===== config.mk =====
export PLATFORM = sky130hd
export DESIGN_NAME = operand_loader
export DESIGN_NICKNAME = d
export VERILOG_FILES = /design/src/rtl/div_bus_pkg.sv /design/src/rtl/operand_loader.sv
export SDC_FILE = /design/constraint.sdc
export NUM_CORES = 1
export LEC_CHECK = 0
export ABC_CLOCK_PERIOD_IN_PS = 4700
export CAP_MARGIN = 30
export CELL_PAD_IN_SITES_DETAIL_PLACEMENT = 1
export CELL_PAD_IN_SITES_GLOBAL_PLACEMENT = 1
export CORE_MARGIN = 5
export CORE_UTILIZATION = 48
export DETAILED_ROUTE_END_ITERATION = 6
export DONT_BUFFER_PORTS = 1
export PLACE_DENSITY = 0.79
export SYNTH_ARGS = -nofsm -noshare
export SYNTH_HDL_FRONTEND = slang
export SYNTH_SLANG_ARGS = --single-unit

===== constraint.sdc =====
create_clock -name clk -period 4.7 [get_ports clk]
set_input_delay 0.94 -clock clk [delete_from_list [all_inputs] [get_ports clk]]
set_output_delay 0.94 -clock clk [all_outputs]
set_load 0.05 [all_outputs]

===== src/rtl/div_bus_pkg.sv =====
// Shared definitions for the byte-serial divider front end and back end.
// The state encoding is common to the operand loader and the result serializer.
package div_bus_pkg;

  localparam int DIV_OP_W = 16;

  localparam logic [1:0] ST_IDLE  = 2'd0;
  localparam logic [1:0] ST_ACK   = 2'd1;
  localparam logic [1:0] ST_CHECK = 2'd2;
  localparam logic [1:0] ST_BUSY  = 2'd3;

  function automatic int op_bytes(input int op_w);
    return op_w / 8;
  endfunction

endpackage


===== src/rtl/operand_loader.sv =====
// Collects dividend and divisor bytes over a four-phase handshake, then
// launches the divider or flags a divide-by-zero.
module operand_loader
  import div_bus_pkg::*;
#(
  parameter int OP_W = DIV_OP_W
) (
  input  logic            clk,
  input  logic            rst,
  input  logic            dataready,
  input  logic [7:0]      Data_in,
  output logic            readyToAccept,
  output logic [OP_W-1:0] dividend,
  output logic [OP_W-1:0] divisor,
  output logic            start,
  input  logic            div_done,
  output logic            error
);

  localparam int BYTES  = op_bytes(OP_W);
  localparam int NBYTES = 2 * BYTES;
  localparam int IDX_W  = $clog2(NBYTES);
  localparam logic [IDX_W-1:0] LAST_IDX = IDX_W'(NBYTES - 1);
  localparam logic [IDX_W-1:0] IDX_ONE  = IDX_W'(1);

  logic [1:0]        state_q, state_d;
  logic [IDX_W-1:0]  idx_q, idx_d;
  logic [2*OP_W-1:0] slots_q, slots_d;
  logic              rta_q, rta_d;
  logic              start_q, start_d;
  logic              error_q, error_d;

  // Next-state, byte steering and flag logic.
  always_comb begin
    state_d = state_q;
    idx_d   = idx_q;
    slots_d = slots_q;
    start_d = 1'b0;
    error_d = error_q;
    case (state_q)
      ST_IDLE: begin
        if (dataready) begin
          // Dividend occupies the low half, divisor the high half.
          slots_d[8*idx_q +: 8] = Data_in;
          error_d = 1'b0;
          state_d = ST_ACK;
        end else begin
          state_d = ST_IDLE;
        end
      end
      ST_ACK: begin
        if (!dataready) begin
          if (idx_q == LAST_IDX) begin
            idx_d   = '0;
            state_d = ST_CHECK;
          end else begin
            idx_d   = idx_q + IDX_ONE;
            state_d = ST_IDLE;
          end
        end else begin
          state_d = ST_ACK;
        end
      end
      ST_CHECK: begin
        if (slots_q[2*OP_W-1:OP_W] == '0) begin
          error_d = 1'b1;
          state_d = ST_IDLE;
        end else begin
          start_d = 1'b1;
          state_d = ST_BUSY;
        end
      end
      ST_BUSY: begin
        if (div_done) begin
          state_d = ST_IDLE;
        end else begin
          state_d = ST_BUSY;
        end
      end
      default: begin
        state_d = ST_IDLE;
        idx_d   = '0;
      end
    endcase
    rta_d = (state_d == ST_ACK);
  end

  // State and output registers with synchronous reset.
  always_ff @(posedge clk) begin
    if (rst) begin
      state_q <= ST_IDLE;
      idx_q   <= '0;
      slots_q <= '0;
      rta_q   <= 1'b0;
      start_q <= 1'b0;
      error_q <= 1'b0;
    end else begin
      state_q <= state_d;
      idx_q   <= idx_d;
      slots_q <= slots_d;
      rta_q   <= rta_d;
      start_q <= start_d;
      error_q <= error_d;
    end
  end

  assign readyToAccept = rta_q;
  assign dividend      = slots_q[OP_W-1:0];
  assign divisor       = slots_q[2*OP_W-1:OP_W];
  assign start         = start_q;
  assign error         = error_q;

endmodule


==> run metrics <==
drt first-iter violations=103; clock tree root driver cell=sky130_fd_sc_hd__clkbuf_4; most frequent standard cell in the layout excluding fill and tap cells=sky130_fd_sc_hd__dfxtp_1; Vias=~1400; starting density of the core=between 50 and 60%; Lkg Pwr=0.5584 nW; Total Negative Setup Slacks=0 ns; Cell variety after synth=26; CTS clk-pin slew, worst paths=roughly 0.12 ns; wire length of the first global-routing pass=7824 um; Finished Cell Area=0.001729 mm2; top fanout value on the critical path=9; Crit path arrival time=2.36 ns; proportion of layout cells with a drive suffix above 1=7.895%; type of element launching the critical path=flip-flop; Worst Max-Slew Pin Slew=roughly 0.6 ns; die footprint=0.004845 mm2; average instance area after synthesis=8.570 um2; Detailed Routing Iterations Pass 1=4; Worst Skew=0.009973 ns; number of I/O port buffers=0; Register-to-Register Path Depth=5; Sinks on Clock Net=39; crit path time final=a little over 2 ns; row cnt=21; multi-input combinational cell area=807.0 um2; RSZ-0062 raised after global routing=no; dominant register cell in the synthesized netlist=sky130_fd_sc_hd__dfxtp_1; initial antenna violation count=0; commonest cells after routing, fill and taps aside=sky130_fd_sc_hd__dfxtp_1, sky130_fd_sc_hd__nand3_1, sky130_fd_sc_hd__a21oi_1; critical path endpoint category=flip-flop; via count of the first global-routing pass=1485; instance count along the most critical hold path=2; final estimated routing congestion in global placement=0.7769; Max-Slew Margin vs Limit=~60%; area delta synth->final=1.394%; delay of the slowest critical-path stage=0.54 ns; number of instances in the synthesized netlist=a little under 200; total number of yosys warnings=0; run status=finished, final reports clean; worst-case hold path end point=idx_q[1]; post-synthesis sequential area ratio=between 40% and 50%; number of failing setup endpoints in the final timing report=0; Final ANT Viol Nets=0; Final Cycle Share=about 44%; cts bufs inserted=5; Post-CTS Setup Repair Bufs=0; detailed-route wire length per cell=20.45 um; chip width=69.61 um; largest delay contributor family on the critical path=simple AND/OR/NAND/NOR gates; EDFF count, synth=0; destination of the worst register-to-register timing path=slots_q[22]; origin of the critical flop-to-flop path=idx_q[0]; drt via density=between 5 and 6; share of synthesized registers carrying an async set or reset=0%; post-place instance area=0.001660 mm2; Mapped Area=0.001705 mm2; Max Fclk=a little under 0.5 GHz; fill count=413; max-cap violation count=0; maximum buffer depth of the clock tree=2; Tot GR Track Use=20.13%; Slew Limit Fails=0; slack of the worst reg-to-reg path=2.63 ns; maximum vdd ir drop=0.0001745 V; Antenna Diode Count=0; slowest cell on the critical path=sky130_fd_sc_hd__dfxtp_1; path type of the worst min-delay path=reg2reg; Cell Pwr Density=337.7 mW/mm2; Congestion Overflow GR=0; Floorplan Core Area=0.003390 mm2; worst min-delay path startpoint=idx_q[1]; CTS HTree Levels=2; number of flip-flops and latches in the synthesized netlist=39; floorplan die height=69.61 um; area of all sequential standard cells=780.7 um2; Final Hold Viols=0; insertion delay of the later-clocked pin in the worst-skew pair=between 0.3 and 0.4 ns; clock tree from TritonCTS=built; Detail Placement HPWL=3601 um; nets@finish=206; number of buffers added to fix hold violations after cts=0; required time of the worst setup path=approximately 5 ns; largest net degree at the start of global routing=40; CP Cell Sequence=inv_1 > ha_1 > nor3b_2 > nand3_1 > a21oi_1; Resize count post-CTS=0; I/O pin total=47; remaining design rule violation count=0; total wirelength of the detailed-routed design=4826 um; Mapped Nets=216; category of the critical setup timing path=reg2reg; number of buffers and inverters on the critical path=1
## cells by family after synthesis
family	synth area share (%)
adders and majority gates	3.668
DFF	45.78
and+or+nand+nor	30.96
AOI/OAI and AO/OA	11.52
buffers and inverters	6.896
muxes	1.174
## routing by layer
metal  track usage, %  share of wire [%]
met1            21.70                 39
met2            35.28                 52
met3            7.971                7.5
met4            7.375                1.9
met5                0                  0
## how the worst max path moves through the flow
stage | from | to | slack, ns | depth (start not counted)
after floorplan | dataready | slots_q[16] | 3.00 | 5
after global placement | idx_q[0] | slots_q[31] | 2.93 | 5
after detailed placement | idx_q[0] | slots_q[29] | 2.77 | 5
after CTS | idx_q[0] | slots_q[22] | 2.66 | 5
after global routing | idx_q[0] | slots_q[23] | 2.50 | 5
final | idx_q[0] | slots_q[22] | 2.63 | 5
## worst min-delay path, stage by stage (launching register included)
cell                      delay, ns
sky130_fd_sc_hd__dfxtp_1       0.37
sky130_fd_sc_hd__mux2i_1       0.16
sky130_fd_sc_hd__nor2_1        0.05
## registers in the layout, summed over array words and instances (netlist names)
signal         count
idx_q              2
error              1
state_q            2
readyToAccept      1
start              1
slots_q           32
## metrics by stage
step / hold WS, ns / setup slack (ns) / util (%) / cells / power, W
3_3_place_gp: 0.5477 / 2.932 / 48.98 / 228 / 0.0003893
3_5_place_dp: 0.5832 / 2.774 / 48.98 / 228 / 0.0003917
4_1_cts: 0.6109 / 2.658 / 51.02 / 236 / 0.0005843
5_1_grt: 0.6209 / 2.499 / 51.02 / 236 / 0.0006056
6_report: 0.6017 / 2.628 / 51.02 / 236 / 0.0005839
2_1_floorplan: 0.5136 / 2.996 / - / 199 / 0.0003931
## power by group
group / switching (W) / internal (W)
Sequential: 0.0000219 / 0.000336
Combinational: 0.0000158 / 0.0000107
Clock: 0.000111 / 0.0000881
## synth_stat cells (4+ instances only)
library cell                count  share of area [%]
sky130_fd_sc_hd__buf_6          4                2.6
sky130_fd_sc_hd__ha_1           5                3.7
sky130_fd_sc_hd__nor4_1         4                1.5
sky130_fd_sc_hd__buf_1          5                1.1
sky130_fd_sc_hd__and4bb_2       4                2.9
sky130_fd_sc_hd__nand3_1       33                9.7
sky130_fd_sc_hd__inv_1          4               0.88
sky130_fd_sc_hd__dfxtp_1       39                 46
sky130_fd_sc_hd__buf_2          4                1.2
sky130_fd_sc_hd__a21oi_1       33                9.7
sky130_fd_sc_hd__nor2_1         6                1.3
sky130_fd_sc_hd__nor3b_2        4                2.9
sky130_fd_sc_hd__nand4bb_1      4                2.6
sky130_fd_sc_hd__nand2_1       32                7.0
## layout make-up
cell class | instances | share of cell area [%]
Sequential cell | 39 | 45.15
Tap cell | 46 | 3.329
Inverter | 4 | 0.8683
Clock buffer | 8 | 3.980
Multi-Input combinational cell | 139 | 46.67
(Power assumes the default switching activity.)
